[src/rtl/truth_table_monitor_pkg.sv]
// Shared types and constants for the truth-table monitor.
package tt_mon_pkg;

  typedef enum logic {
    SETTLE = 1'b0,
    HELD   = 1'b1
  } state_t;

  typedef logic [2:0] tt_idx_t;
  typedef logic [7:0] tt_vec_t;

  localparam tt_vec_t     TT_FULL = 8'hFF;
  localparam int unsigned VALUE_W = 4;

endpackage

[src/rtl/truth_table_monitor_settle_detect.sv]
// Emits one capture strobe per stable period of a multi-bit value once it has
// held for SETTLE_CYCLES edges after first being sampled.
module settle_detect
  import tt_mon_pkg::*;
#(
  parameter int unsigned SETTLE_CYCLES = 4
) (
  input  logic               clk,
  input  logic               rst_n,
  input  logic               clr,
  input  logic [VALUE_W-1:0] value,
  output logic               capture_c
);

  localparam int unsigned CNT_W = $clog2(SETTLE_CYCLES + 1);

  state_t             state;
  state_t             state_n;
  logic [CNT_W-1:0]   cnt;
  logic [CNT_W-1:0]   cnt_n;
  logic [VALUE_W-1:0] prev;
  logic               changed_c;

  assign changed_c = (value != prev);

  always_ff @(posedge clk) begin
    if (!rst_n || clr) begin
      state <= SETTLE;
      cnt   <= '0;
      prev  <= '0;
    end else begin
      state <= state_n;
      cnt   <= cnt_n;
      prev  <= value;
    end
  end

  // A change on the would-be capture edge wins and restarts settling.
  always_comb begin
    state_n   = state;
    cnt_n     = cnt;
    capture_c = 1'b0;
    if (changed_c) begin
      state_n = SETTLE;
      cnt_n   = '0;
    end else begin
      if (cnt != CNT_W'(SETTLE_CYCLES)) begin
        cnt_n = cnt + CNT_W'(1);
      end
      if ((state == SETTLE) && (cnt == CNT_W'(SETTLE_CYCLES - 1))) begin
        capture_c = 1'b1;
        state_n   = HELD;
      end
    end
  end

endmodule

[src/rtl/truth_table_monitor.sv]
// Captures a settled DUT response per {A,B,C} combination into a truth table,
// tracks coverage and conflicts, and compares the full table against EXP_TT.
module truth_table_monitor
  import tt_mon_pkg::*;
#(
  parameter int unsigned SETTLE_CYCLES = 4,
  parameter logic [7:0]  EXP_TT        = 8'hE8
) (
  input  logic       clk,
  input  logic       rst_n,
  input  logic       clr,
  input  logic       A,
  input  logic       B,
  input  logic       C,
  input  logic       F,
  output logic [7:0] tt,
  output logic [7:0] covered,
  output logic       sample_valid,
  output logic [2:0] sample_idx,
  output logic       conflict,
  output logic       done,
  output logic       pass
);

  logic [VALUE_W-1:0] value;
  tt_idx_t            idx;
  logic               capture_c;
  tt_vec_t            tt_n;
  tt_vec_t            covered_n;
  logic               conflict_n;
  logic               done_n;
  logic               pass_n;

  assign value = {A, B, C, F};
  assign idx   = {A, B, C};

  settle_detect #(
    .SETTLE_CYCLES(SETTLE_CYCLES)
  ) u_settle (
    .clk      (clk),
    .rst_n    (rst_n),
    .clr      (clr),
    .value    (value),
    .capture_c(capture_c)
  );

  // First capture of an index is authoritative; later disagreement only flags.
  always_comb begin
    tt_n       = tt;
    covered_n  = covered;
    conflict_n = conflict;
    if (capture_c) begin
      if (!covered[idx]) begin
        tt_n[idx]      = F;
        covered_n[idx] = 1'b1;
      end else if (tt[idx] != F) begin
        conflict_n = 1'b1;
      end
    end
    done_n = (covered_n == TT_FULL);
    pass_n = done_n && (tt_n == EXP_TT) && !conflict_n;
  end

  always_ff @(posedge clk) begin
    if (!rst_n || clr) begin
      tt           <= '0;
      covered      <= '0;
      sample_valid <= 1'b0;
      sample_idx   <= '0;
      conflict     <= 1'b0;
      done         <= 1'b0;
      pass         <= 1'b0;
    end else begin
      tt           <= tt_n;
      covered      <= covered_n;
      sample_valid <= capture_c;
      if (capture_c) begin
        sample_idx <= idx;
      end
      conflict     <= conflict_n;
      done         <= done_n;
      pass         <= pass_n;
    end
  end

endmodule

[config.mk]
export PLATFORM = sky130hd
export DESIGN_NAME = truth_table_monitor
export DESIGN_NICKNAME = d
export VERILOG_FILES = /design/src/rtl/truth_table_monitor_pkg.sv /design/src/rtl/truth_table_monitor_settle_detect.sv /design/src/rtl/truth_table_monitor.sv
export SDC_FILE = /design/constraint.sdc
export NUM_CORES = 1
export LEC_CHECK = 0
export CAP_MARGIN = 0
export CELL_PAD_IN_SITES_DETAIL_PLACEMENT = 0
export CELL_PAD_IN_SITES_GLOBAL_PLACEMENT = 1
export CORE_UTILIZATION = 40
export CTS_BUF_LIST = sky130_fd_sc_hd__clkbuf_4 sky130_fd_sc_hd__clkbuf_8 sky130_fd_sc_hd__clkbuf_16
export CTS_CLUSTER_DIAMETER = 40
export DETAILED_ROUTE_END_ITERATION = 16
export PLACE_DENSITY = 0.82
export SETUP_SLACK_MARGIN = 0.2
export SLEW_MARGIN = 5
export SYNTH_ARGS = -nofsm -noshare
export SYNTH_HDL_FRONTEND = slang
export SYNTH_SLANG_ARGS = --single-unit
[constraint.sdc]
create_clock -name clk -period 6.53 [get_ports clk]
set_input_delay 0.653 -clock clk [delete_from_list [all_inputs] [get_ports clk]]
set_output_delay 0.653 -clock clk [all_outputs]
set_load 0.05 [all_outputs]
; ---- Yosys cells after proc, flatten, opt, wreduce, memory -nomap -nowiden
; Index checks and enable logic that the tools add are counted.
[word_totals]
ff_bits = 31
elab_cells = 45
[op_classes]
addsub = 1
order_cmp = 2
eq_ne = 6
mux = 16
bitwise_logic = 2
n_reduce_logical = 8
[op_table]
columns = cell, n
row1 = two-way mux 8 bit, 4
row2 = "equality test 8 bit, second input constant", 2
row3 = bitwise mux 8 bit, 1
row4 = two-way mux 1 bit, 8
row5 = OR 8 bit, 1
row6 = binary-select mux 1 bit (select 3 bit), 2
row7 = logical AND 1 bit, 4
row8 = "less-than comparator 3 x 4 -> 1 bit, second input constant", 1
row9 = != test 4 bit, 1
row10 = "adder 3 x 1 -> 3 bit, second input constant", 1
row11 = demux 1 bit (select 3 bit), 1
row12 = "equality test 3 x 2 -> 1 bit, second input constant", 1
row13 = "greater-or-equal comparator 3 x 1 -> 1 bit, second input constant", 1
row14 = "!= test 3 bit, second input constant", 1
row15 = logical NOT 1 bit, 2
row16 = OR reduction 2 bit, 1
row17 = logical OR 1 bit, 1
row18 = != test 1 bit, 1
row19 = NOT 1 bit, 1

; ---- Longest topological paths before layout
[depth]
depth_word = 10
mapped_depth = 9
depth_no_buf = 8

; ---- Modules after synthesis
; Synthesis repeated with hierarchy kept, for this count alone.
[unflattened]
hier_cells = 182
area_unflattened_um2 = 1610.3
[by_module_without_submodules]
columns = mod, n_inst, cells_per_inst, area_per_inst_um2, seq_area_each_um2
row1 = truth_table_monitor, 1, 148, 1257.5, 460.4
row2 = settle_detect, 1, 34, 352.8, 160.2

; ---- Least setup slack after synthesis
; OpenSTA, ideal clock, no wires.
[synth_path]
path_kind = input to register
from = in C
to = reg pass
t_arrival_ns = 2.754
t_required_ns = 6.469
path_slack_ns = 3.715
path_stages = 8
cell_sequence = mux4_1 mux2_2 or4_4 buf_6 nor2_1 mux2i_1 nand4_1 and4bb_1
[synth_between]
elab_chain_len = 10
word_cells_on_any_way = 26
cone_classes = order compare (2) / eq/ne (4) / mux (15) / bitwise (1) / reduce/logical (4)
[synth_rtl]
columns = element, line_no
row1 = start: declaration, truth_table_monitor.sv:14  ; input logic C,
row2 = less-than comparator 3 x 4 -> 1 bit (not written as such) / greater-or-equal comparator 3 x 1 -> 1 bit (equally long branches), "truth_table_monitor.sv:54, truth_table_monitor.sv:55"
row3 = logical AND 1 bit (not written as such), "truth_table_monitor.sv:54, truth_table_monitor.sv:55"
row4 = two-way mux 1 bit (not written as such), "truth_table_monitor.sv:54, truth_table_monitor.sv:55"
row5 = demux 1 bit (select 3 bit), "truth_table_monitor.sv:54, truth_table_monitor.sv:55"
row6 = OR 8 bit (no line) / bitwise mux 8 bit (equally long branches), n/a
row7 = two-way mux 8 bit, truth_table_monitor.sv:53  ; if (!covered[idx]) begin
row8 = two-way mux 8 bit, truth_table_monitor.sv:52  ; if (capture_c) begin
row9 = equality test 8 bit (on tied branches), "truth_table_monitor.sv:60, truth_table_monitor.sv:61"
row10 = logical AND 1 bit, truth_table_monitor.sv:61  ; pass_n = done_n && (tt_n == EXP_TT) && !conflict_n;
row11 = logical AND 1 bit (*), truth_table_monitor.sv:61
row12 = end signal: assignment, truth_table_monitor.sv:82  ; pass <= pass_n;
row13 = end: declaration, truth_table_monitor.sv:22  ; output logic pass
; Every way passes the cells marked *; elsewhere a longest branch is shown, timed or not. The select of a mux whose other input is x is not followed.
; A chain may end at the register's enable or synchronous reset.

; ---- Worst setup path in the final report
; Same ends and word-level chain as after synthesis.

==> run_results.csv <==
group,metric,value,unit
routing,drc,0,
clock_network,ctsHoldBuffers,0,
critical_path,worstPathRequired,6.75,ns
critical_path,reg2reg_from,"covered[6]$_SDFF_PP0_",
cells_and_area,nNetsFinal,201,
clock_network,htreeDepth,2,
clock_network,root_buffer,"clkbuf_8",
routing,route.vias.total,1227,
logic_synthesis,yosys-mux-area-fraction,14.6,%
critical_path,crit_fanout,12,
placement,place_inst,230,
clock_network,clockBufferDepth,2,
clock_network,cts-buffers-inserted,5,
sta,fin_crit_sh,54.6,%
clock_network,numClockSinks,31,
sta,final_period_minus_worst_setup_slack,3.57,ns
cells_and_area,final-instance-count-excl-fill,238,
logic_synthesis,synth_top_area_share,41.7,%
logic_synthesis,asyncSetResetFlopFracSynth,0,%
die,rows,21,
logic_synthesis,synthesis.nets,173,
cells_and_area,filler_cell_count,317,
grt,antenna_found_initial,0,
routing,drt.antenna.violating_nets,0,
sta,grt_setup_unrepaired,"no",
sta,timing_max_transition_violations_final,0,
routing,initialDrtViolationCount,79,
logic_synthesis,synthDistinctLibCells,37,
clock_network,source_to_sink_clock_delay_at_the_later_pin_of_the_worst_skew_pair,0.28,ns
logic_synthesis,yosys_most_used_dff,"dfxtp_1",
status,run_status,"finished, final reports clean",
placement,post-dp-hpwl,2530,um
worst_hold_path,worst_hold_path.num_cells,2,
routing,wl_per_cell,15.0,um
logic_synthesis,synth.largest_area_cell,"dfxtp_1",
sta,worst_pin_slew,0.829,ns
sta,clock-skew-final,0.00142,ns
cells_and_area,syn_to_final_growth,28.7,%
logic_synthesis,synth_most_common_cell,"nor2_1",
sta,final_hold_viol_count,0,
power,vdd_drop_max,0.000112,V
logic_synthesis,ys_top_cells_by_count,"nor2_1, dfxtp_1, nand2_1, a21oi_1, mux2i_1",
logic_synthesis,netlist_instances,163,
flow_run,max_cap_check_violation_count,0,
critical_path,worst-setup-path-type,"input pin to flop",
placement,io_buf_count,29,
logic_synthesis,yosys.area_share.simple,24.6,%
die,vertical_die_dimension,63.0,um
critical_path,worst_setup_path_start_kind,"input pin",
grt,first_pass_grt_wire_length,6040,um
routing,wire_length_after_detailed_routing,3580,um
critical_path,worstPathArrival,3.79,ns
routing,post_dr_vias_cell,5.16,
power,power_density,211,nW/um^2
sta,max_slew_margin,44.8,%
critical_path,timing.rr.end,"pass$_SDFF_PP0_",
cells_and_area,antennaDiodeCount,0,
logic_synthesis,synth_edf_count,0,
power,p_leak,0.671,nW
grt,vias_in_the_first_global_route,1188,
grt,grt.total_usage,19.9,%
critical_path,worst-r2r-setup-slack,3.92,ns
worst_hold_path,hold_path.startpoint,"u_settle.cnt[2]$_SDFFE_PP0P_",
clock_network,clk_pin_slew,0.06,ns
cells_and_area,drive_above_1_share,9.90,%
logic_synthesis,ys_top_cells_by_area,"dfxtp_1, nor2_1, mux2i_1",
logic_synthesis,synth_area,1490,um^2
die,design.die.area,3970,um^2
logic_synthesis,combinational_family_with_the_most_area_after_synthesis,"simple AND/OR/NAND/NOR gates",
sta,fmax,280,MHz
logic_synthesis,yosys.area_share.xor_xnor,3.53,%
critical_path,setup.worst_path.end_class,"flop",
routing,drtPass1Iterations,4,
clock_network,clock_tree_from_tritoncts,"built",
logic_synthesis,synth_compound_gate_area_share,8.99,%
logic_synthesis,post_synth.cell_area_avg,9.13,um^2
grt,globalRouteOverflowTotal,0,
logic_synthesis,postSynthRegisterBits,31,
sta,setup_viol,0,
critical_path,worst_r2r_path_depth,7,
clock_network,postCtsSetupBuffers,0,
sta,tns,0,ns
worst_hold_path,min_delay_worst_endpoint,"u_settle.cnt[1]$_SDFFE_PP0P_",
die,top_level_port_count,30,
die,start_util,43.3,%
grt,grt_start_max_net_pins,22,
logic_synthesis,yosys_warnings,0,
die,die_width,63.0,um
worst_hold_path,hold_class,"flop to flop",
logic_synthesis,post_synth_fa_ha_maj_area_fraction,2.52,%
die,core_region_area,3440,um^2
logic_synthesis,synth-seq-area-share,41.7,%
clock_network,ctsResizeCount,0,
placement,place.gp.congestion,0.900,
[per-layer routing]
metal	wire, um	vias to the layer above	GRT usage [%]
met3	159	4	6.02
met4	36	0	8.43
met2	1600	37	28.2
li1	-	620	-
met5	0	-	0
met1	1780	566	27.5
[cells by family (layout without fill, tap and decap cells)]
logic type / count (synthesis) / count (layout)
DFF: 31 / 31
xor gates and xnor gates: 6 / 6
buffers and inverters: 14 / 43
adders and majority gates: 3 / 3
muxes: 16 / 16
AOI/OAI and AO/OA: 23 / 23
and+or+nand+nor: 70 / 70
[where the power goes]
group / switching [mW] / total, mW / internal, mW
clock network: 0.0702 / 0.194 / 0.123
logic: 0.0125 / 0.0202 / 0.00770
registers: 0.000516 / 0.191 / 0.190
total: 0.0832 / 0.404 / 0.321
[stage by stage]
stage / hold slack (ns) / utilization [%] / cell area [um^2] / power (mW) / setup WS [ns]
3_5_place_dp: 0.478 / 52.3 / 1800 / 0.215 / 2.67
2_1_floorplan: 0.445 / - / 1490 / 0.208 / 3.71
6_report: 0.487 / 55.7 / 1920 / 0.404 / 2.96
3_3_place_gp: 0.465 / 52.3 / 1800 / 0.215 / 2.74
4_1_cts: 0.487 / 55.7 / 1920 / 0.409 / 2.96
5_1_grt: 0.532 / 55.7 / 1920 / 0.422 / 2.79
[worst max-delay path, cell delays in order]
cell	delay (ns)
clkdlybuf4s50_1	0.81
mux4_1	0.61
mux2_2	0.34
nor3_2	0.25
nor3b_1	0.37
o21ai_0	0.23
nor4_4	0.32
and4bb_1	0.21
[final cells by class]
type | instances | area, um^2 | share of cell area, %
Tap cell | 46 | 57.6 | 3.00
Multi-Input combinational cell | 118 | 808 | 42.2
Clock inverter | 2 | 35.0 | 1.83
Timing Repair Buffer | 29 | 290 | 15.1
Clock buffer | 6 | 82.6 | 4.31
Sequential cell | 31 | 621 | 32.4
Inverter | 6 | 22.5 | 1.17
[layout by cell type (no fill, tap or decap), drive strengths merged, types with 2 or more instances in the layout]
cell type | synthesis | routed
a21oi | 11 | 11
and2 | 3 | 3
clkbuf | 5 | 6
clkdlybuf4s50 | 0 | 29
dfxtp | 31 | 31
ha | 3 | 3
inv | 6 | 6
mux2 | 3 | 3
mux2i | 9 | 9
mux4 | 4 | 4
nand2 | 12 | 12
nand2b | 4 | 4
nand3 | 3 | 3
nand4 | 2 | 2
nor2 | 32 | 32
nor3 | 3 | 3
nor3b | 2 | 2
nor4 | 4 | 4
o21a | 2 | 2
o21ai | 5 | 5
xnor2 | 6 | 6
[flip-flops by register name (all words and copies together) (netlist names)]
name / cells
covered: 8
tt: 8
u_settle.prev: 4
sample_idx: 3
u_settle.cnt: 3
conflict: 1
done: 1
pass: 1
sample_valid: 1
u_settle.state: 1
[worst max-delay path by stage]
stage	endpoint	slack, ns	start	depth (start not counted)
after CTS	pass$_SDFF_PP0_	2.96	C	8
after global routing	pass$_SDFF_PP0_	2.79	C	8
after detailed placement	pass$_SDFF_PP0_	2.67	C	8
after global placement	pass$_SDFF_PP0_	2.74	C	8
final	pass$_SDFF_PP0_	2.96	C	8
after floorplan	pass$_SDFF_PP0_	3.71	C	8
Power figures use the tool's default switching activity.
